<file path="config.mk">
export PLATFORM = sky130hd
export DESIGN_NAME = countdown_timer
export DESIGN_NICKNAME = d
export VERILOG_FILES = /design/src/rtl/countdown_timer_pkg.sv /design/src/rtl/countdown_prescaler.sv /design/src/rtl/countdown_timer.sv
export SDC_FILE = /design/constraint.sdc
export NUM_CORES = 1
export LEC_CHECK = 0
export ABC_AREA = 1
export CORE_UTILIZATION = 48
export CTS_BUF_LIST = sky130_fd_sc_hd__clkbuf_8
export CTS_CLUSTER_SIZE = 25
export DETAILED_ROUTE_END_ITERATION = 16
export PLACE_DENSITY_LB_ADDON = 0.12
export SLEW_MARGIN = 40
export SYNTH_ARGS = -nofsm -noshare
export SYNTH_HDL_FRONTEND = slang
export SYNTH_HIERARCHICAL = 1
export SYNTH_SLANG_ARGS = --single-unit
</file>
<file path="constraint.sdc">
create_clock -name clk -period 1.5 [get_ports clk]
set_clock_uncertainty 0.1 [all_clocks]
set_input_delay 0.3 -clock clk [delete_from_list [all_inputs] [get_ports clk]]
set_output_delay 0.3 -clock clk [all_outputs]
set_load 0.01 [all_outputs]
</file>
<file path="src/rtl/countdown_timer_pkg.sv">
// countdown_timer_pkg
//   Shared definitions for the loadable down-counting timer: FSM state
//   encoding and default width constants used by countdown_timer and
//   countdown_prescaler.
package countdown_timer_pkg;

  localparam int CDT_WIDTH      = 4;
  localparam int CDT_PRESCALE_W = 4;

  typedef enum logic {
    CDT_IDLE = 1'b0,
    CDT_RUN  = 1'b1
  } cdt_state_t;

endpackage : countdown_timer_pkg

</file>
<file path="src/rtl/countdown_prescaler.sv">
// countdown_prescaler
//   Tick divider for countdown_timer. Holds the divisor captured on load and
//   a counter that walks 0..divisor on enabled cycles while the timer runs,
//   wrapping back to 0. A tick is issued on the enabled cycle in which the
//   counter sits at the divisor, giving one tick per (divisor+1) enabled
//   cycles.
//
// Ports
//   clk       in   clock, rising edge
//   rst_n     in   asynchronous reset, active-low
//   load      in   load transfer: capture load_div, clear the counter
//   load_div  in   divisor to capture on load
//   run       in   timer is in RUN
//   en        in   count enable; low freezes the counter
//   tick      out  decrement strobe for the timer (combinational)
module countdown_prescaler
  import countdown_timer_pkg::*;
#(
  parameter int PRESCALE_W = CDT_PRESCALE_W
) (
  input  logic                  clk,
  input  logic                  rst_n,
  input  logic                  load,
  input  logic [PRESCALE_W-1:0] load_div,
  input  logic                  run,
  input  logic                  en,
  output logic                  tick
);

  logic [PRESCALE_W-1:0] div_q, div_d;
  logic [PRESCALE_W-1:0] cnt_q, cnt_d;
  logic                  at_terminal;

  assign at_terminal = (cnt_q == div_q);
  assign tick        = run && en && at_terminal;

  always_comb begin
    div_d = div_q;
    cnt_d = cnt_q;
    if (load) begin
      div_d = load_div;
      cnt_d = '0;
    end else if (run && en) begin
      cnt_d = at_terminal ? '0 : cnt_q + PRESCALE_W'(1);
    end
  end

  always_ff @(posedge clk or negedge rst_n) begin
    if (!rst_n) begin
      div_q <= '0;
      cnt_q <= '0;
    end else begin
      div_q <= div_d;
      cnt_q <= cnt_d;
    end
  end

endmodule : countdown_prescaler

</file>
<file path="src/rtl/countdown_timer.sv">
// countdown_timer
//   Loadable down-counting timer. A start value is taken over a valid/ready
//   handshake; the count then decrements on each tick and raises a one-cycle
//   expired pulse at terminal count, either stopping (one-shot) or reloading
//   the start value (periodic). abort stops the timer from any state.
//
//   Build option: define COUNTDOWN_TIMER_PRESCALER_EN to insert a prescaler
//   so that one tick occurs per (prescale_div+1) enabled cycles. Without it
//   every enabled cycle in RUN is a tick and prescale_div is ignored.
//
// Ports
//   clk           in   clock, rising edge
//   rst_n         in   asynchronous reset, active-low
//   en            in   count enable; low freezes count and prescaler
//   abort         in   synchronous stop back to IDLE, highest priority
//   load_valid    in   start value offered
//   load_ready    out  start value can be accepted (combinational)
//   load_data     in   start / reload value
//   periodic      in   mode captured on load: 1 reload, 0 one-shot
//   prescale_div  in   tick divisor captured on load (prescaler build only)
//   count         out  current count, registered
//   busy          out  high while in RUN
//   expired       out  one-cycle terminal-count pulse, registered
//
// State | meaning
// ------+----------------------------------------------------------
// IDLE  | stopped, count parked (0 after reset/abort/one-shot end)
// RUN   | counting down on ticks toward terminal count
module countdown_timer
  import countdown_timer_pkg::*;
#(
  parameter int WIDTH      = CDT_WIDTH,
  parameter int PRESCALE_W = CDT_PRESCALE_W
) (
  input  logic                  clk,
  input  logic                  rst_n,
  input  logic                  en,
  input  logic                  abort,
  input  logic                  load_valid,
  output logic                  load_ready,
  input  logic [WIDTH-1:0]      load_data,
  input  logic                  periodic,
  input  logic [PRESCALE_W-1:0] prescale_div,
  output logic [WIDTH-1:0]      count,
  output logic                  busy,
  output logic                  expired
);

  cdt_state_t       state_q, state_d;
  logic [WIDTH-1:0] count_q, count_d;
  logic [WIDTH-1:0] reload_q, reload_d;
  logic             mode_q, mode_d;
  logic             expired_q, expired_d;

  logic             load_fire;
  logic             running;
  logic             tick;

  assign running    = (state_q == CDT_RUN);
  assign load_ready = (state_q == CDT_IDLE) && !abort;
  assign load_fire  = load_valid && load_ready;

`ifdef COUNTDOWN_TIMER_PRESCALER_EN
  countdown_prescaler #(
    .PRESCALE_W (PRESCALE_W)
  ) u_prescaler (
    .clk      (clk),
    .rst_n    (rst_n),
    .load     (load_fire),
    .load_div (prescale_div),
    .run      (running),
    .en       (en),
    .tick     (tick)
  );
`else
  logic unused_prescale_div;
  assign unused_prescale_div = ^prescale_div;
  assign tick = running && en;
`endif

  always_comb begin
    state_d   = state_q;
    count_d   = count_q;
    reload_d  = reload_q;
    mode_d    = mode_q;
    expired_d = 1'b0;

    if (abort) begin
      // Wins over a terminal count in the same cycle: no expired pulse.
      state_d = CDT_IDLE;
      count_d = '0;
      mode_d  = 1'b0;
    end else begin
      case (state_q)
        CDT_IDLE: begin
          if (load_fire) begin
            count_d  = load_data;
            reload_d = load_data;
            mode_d   = periodic;
            // A zero start value is already at terminal count.
            if (load_data == '0) begin
              expired_d = 1'b1;
            end else begin
              state_d = CDT_RUN;
            end
          end
        end
        CDT_RUN: begin
          if (tick) begin
            if (count_q == WIDTH'(1)) begin
              expired_d = 1'b1;
              if (mode_q) begin
                count_d = reload_q;
              end else begin
                count_d = '0;
                state_d = CDT_IDLE;
              end
            end else if (count_q != '0) begin
              count_d = count_q - WIDTH'(1);
            end
          end
        end
        default: begin
          state_d = CDT_IDLE;
          count_d = '0;
        end
      endcase
    end
  end

  always_ff @(posedge clk or negedge rst_n) begin
    if (!rst_n) begin
      state_q   <= CDT_IDLE;
      count_q   <= '0;
      reload_q  <= '0;
      mode_q    <= 1'b0;
      expired_q <= 1'b0;
    end else begin
      state_q   <= state_d;
      count_q   <= count_d;
      reload_q  <= reload_d;
      mode_q    <= mode_d;
      expired_q <= expired_d;
    end
  end

  assign count   = count_q;
  assign busy    = (state_q == CDT_RUN);
  assign expired = expired_q;

endmodule : countdown_timer

</file>
# Word level (Yosys, flattened, before mapping)
# Index checks and enable logic that the tools add are counted.
# op_classes
shift,0
div,0
n_addsub,1
bitwise_logic,2
mux,23
n_reduce_logical,10
n_eq_ne,5
magnitude_cmp,0
multipliers,0
# ops
operator,n
4-bit two-way mux,6
1-bit two-way mux,14
4-bit one-hot mux with 2 select lines,1
3-bit AND reduction,2
4-bit by 1-bit == test with 1-bit output (second input constant),1
4-bit zero test,1
4-bit by 2-bit inequality test with 1-bit output (second input constant),1
1-bit one-hot mux with 2 select lines,2
4-bit nonzero test,1
4-bit by 1-bit subtractor with 4-bit output (second input constant),1
1-bit logical AND,3
3-bit by 2-bit inequality test with 1-bit output (second input constant),1
3-bit inequality test (second input constant),1
2-bit inequality test (second input constant),1
1-bit NOT,2
2-bit AND reduction,1
2-bit nonzero test,1
1-bit zero test,1
# totals
reg_bits,11
latchBits,0
mem_bits_rw,0
in_bits,14
elab_cells,46
n_memories,0
mem_bits_ro,0

# Longest topological paths before layout
# depth
depth_word,6
ltp_mapped,10
mapped_depth_nobuf,10

# Worst setup path before layout
# OpenSTA, ideal clock, no wires.
# synth_timing
kind,reg2reg
startpoint,register count_q[1] (netlist: count[1])
endpoint,register count_q[3] (netlist: count[3])
t_arrival_ns,1.164
synth_period_minus_slack_ns,1.387
n_path_buf,0
path_slack_ns,0.113
path_stages_with_launch,9
t_required_ns,1.277
path_cell_list,dfrtp_1 > inv_1 > ha_1 > nor2_1 > nand2_1 > nand2_2 > nand2_4 > nor2_1 > a21oi_2
# synth_via
elab_chain_len,6
elab_cells_between_ends,10
classes_between,add/sub (1); eq/ne (2); mux (5); reduce/logical (2)
# synth_rtl
element,line_no,source
start: declaration,countdown_timer.sv:50,"logic [WIDTH-1:0] count_q, count_d;"
start signal: assignment,countdown_timer.sv:140,count_q <= count_d;
4-bit by 1-bit subtractor with 4-bit output,countdown_timer.sv:119,count_d = count_q - WIDTH'(1);
4-bit two-way mux,countdown_timer.sv:118,end else if (count_q != '0) begin
4-bit two-way mux,countdown_timer.sv:110,if (count_q == WIDTH'(1)) begin
4-bit two-way mux,countdown_timer.sv:109,if (tick) begin
4-bit one-hot mux with 2 select lines,countdown_timer.sv:94,case (state_q)
4-bit two-way mux,countdown_timer.sv:88,if (abort) begin
# Parallel ways exist; a longest one is shown, timed or not. The select of a mux whose other input is x is not followed.
# A chain may end at the register's enable or synchronous reset.

# Final worst setup path
# layout_timing
startpoint,register count_q[0] (netlist: count[0])
endpoint,output count[0]
# layout_rtl
element,line_no,source
end: declaration,countdown_timer.sv:44,"output logic [WIDTH-1:0] count,"
# No word-level cell between the ends.

==> results.ini <==
[floorplanning]
die_x_um = 40.48
start_util_pct = 53.28
die_area_sq_um = 1639
core-area_sq_um = 1334
die_h_um = 40.48
io_pins = 21
row_count = 13

[pwr]
p_leak_nw = 0.5343
irDropWorstVdd_mv = 0.6743
p_total_uw = 965.7
power.density_nw_per_um2 = 947.0

[synth]
synth_top_area_share_pct = 38.73
syn-num-nets = 115
syn_inst = 99
synth_area_leaders = dfrtp_1, nand2_1, nand3_1
synthXorXnorAreaFrac_pct = 0
synthSimpleGateAreaFrac_pct = 41.55
ys_warn_count = 6
synth_compound_area_share_pct = 8.275
synth_top_area_cell = dfrtp_1
synth_top_family_by_area = simple AND/OR/NAND/NOR gates
syn_area_sq_um = 710.7
ys_types = 19
synthMuxAreaShare_pct = 0
post_synth_fa_ha_maj_area_fraction_pct = 3.521
avgSynthCellArea_sq_um = 7.179
ys_seq_area_share_pct = 38.73
synth-seq-cells = 11

[critical_path]
required_ns = 1.10
critPathMaxFanout = 4
crit_type = register to output port
cp-start-kind = register
arrival_ns = 1.05
endpoint_kind = output port

[cells_and_area]
layout_common_cells = nand2_1, inv_1, nand3_1, dfrtp_1, buf_4
final_net_count = 146
syn_to_final_growth_pct = 43.49
drive_above_1_share_pct = 24.81
final_area_sq_um = 1020
utilization_pct = 76.45
diodes = 0
final_common_cell = nand2_1

[timing]
finalMaxSlewViolations = 0
finalCriticalPeriod_ns = 1.451
rsz0062_at_grt = true
fin_setup_tns_ns = 0
setup_viol = 0
max_freq_mhz = 689.2
period_share_pct = 96.73
slew-limit-headroom_pct = 86.83
finalHoldViolCount = 0
worstMarginPinSlew_ns = 0.1955

[clocking]
cts.path.max_buffers = 2
cts-root-buf = clkbuf_8
cts_tree = yes
ctsHoldBuffers = 0
htreeDepth = 1
path_clk_slew_ns = 0.05
cts_buffers = 3
clk_latency_ns = 0.24
cts_sinks = 11

[global_routing]
grt.total_usage_pct = 22.68
grt_pass1_vias = 607
grt-ovfl-total = 0
grtUsageMet1_pct = 28.62
grt_pass1_wl_mm = 2.449
met3_usage_pct = 6.667
grt-busiest-layer = met2
antenna_found_initial = 0
use_met2_pct = 37.70
grt_max_degree = 12

[placement]
gp_congestion = 0.7546
hpwl_mm = 1.164
numPortBuffers = 16
placed_cell_area_sq_um = 927.1

[routing]
remaining_drc_errors = 0
vias_per_cell = 5.118
drt-total-wl_mm = 1.606
dr.pass1.iters = 4
post_drt_wl_per_cell_um = 11.15
drtIter0Drc = 32
vias = 737
ant_nets = 0

[run]
cap_viol_max_count = 0

[outcome]
outcome = complete, no violations

[min_path]
hold_class = input port to asynchronous set/reset pin

==> area by class of cell <==
| cell class | count | area, sq um |
|---|---|---|
| Inverter | 15 | 56.30 |
| Clock inverter | 1 | 5.005 |
| Timing Repair Buffer | 26 | 225.2 |
| Tap cell | 15 | 18.77 |
| Sequential cell | 11 | 276.5 |
| Fill cell | 110 | 314.1 |
| Clock buffer | 3 | 41.29 |
| Multi-Input combinational cell | 73 | 396.6 |
==> metal layers <==
metal  part of all wire (%)  wire length, um
met5                      0                0
met2                     50              799
met3                    3.2               51
met1                     47              755
met4                      0                0
==> kinds of logic (layout without fill, tap and decap cells) <==
kind of cell	count (synthesis)	after routing
flops	11	11
buf+inv	15	45
compound gates	10	10
fa+ha+maj	2	2
simple gates	61	61
==> flip-flops by register name, summed over array words and instances (netlist names) <==
signal	count
busy	1
reload_q	4
mode_q	1
count	4
expired	1
==> Yosys cell counts <==
| master | n |
|---|---|
| nand2_2 | 3 |
| nor2_2 | 2 |
| nand2_4 | 2 |
| a32o_1 | 1 |
| nor2_4 | 3 |
| nor2_1 | 7 |
| a21oi_2 | 1 |
| nor3_1 | 1 |
| a21oi_1 | 1 |
| inv_2 | 1 |
| dfrtp_1 | 11 |
| inv_1 | 12 |
| nand3_1 | 10 |
| o21ai_1 | 6 |
| clkinv_1 | 2 |
| nand4_1 | 1 |
| o21ai_0 | 1 |
| nand2_1 | 32 |
| ha_1 | 2 |
==> through the flow <==
step                hold WS (ns)  instances  worst slack [ns]
floorplan               -0.09559         99            0.1127
global placement          0.3793        135           -0.3069
detailed placement        0.3841        135           -0.3028
CTS                       0.2698        142           0.01025
global route              0.2823        144          -0.01680
finish                    0.2650        144           0.04902
==> timing repair <==
| item | in CTS | in global routing |
|---|---|---|
| endpoints found under the setup margin | 6 | 7 |
| buffers inserted | 3 | 2 |
| gates cloned | 0 | 0 |
| hold endpoints to repair | 0 | 0 |
| resized for setup | 10 | 6 |
==> critical path: stages, from the launching register on <==
cell and delay [ns]:
dfrtp_1 0.40, buf_4 0.14, dlygate4sd2_1 0.27
==> where the power goes <==
group / leakage [nW] / switching [mW] / internal [mW]
logic: 0.369 / 0.166 / 0.142
registers: 0.140 / 0.0277 / 0.334
clock network: 0.0255 / 0.114 / 0.183
total: 0.534 / 0.307 / 0.658
==> path summary, 6_finish.rpt <==
| kind | start | cells past startpoint | end | slack [ns] |
|---|---|---|---|---|
| max in group asynchronous | rst_n | 2 | count[2]$_DFFE_PN0P_ | 0.86 |
| max | count[0]$_DFFE_PN0P_ | 2 | count[0] | 0.05 |
| min | rst_n | 2 | count[1]$_DFFE_PN0P_ | 0.26 |
| min in group clk | reload_q[0]$_DFFE_PN0P_ | 2 | reload_q[0]$_DFFE_PN0P_ | 0.39 |
| max reg2reg | count[0]$_DFFE_PN0P_ | 8 | count[3]$_DFFE_PN0P_ | 0.07 |
| min reg2reg | reload_q[0]$_DFFE_PN0P_ | 2 | reload_q[0]$_DFFE_PN0P_ | 0.39 |
Note: power is estimated with default switching activity, not from simulation.
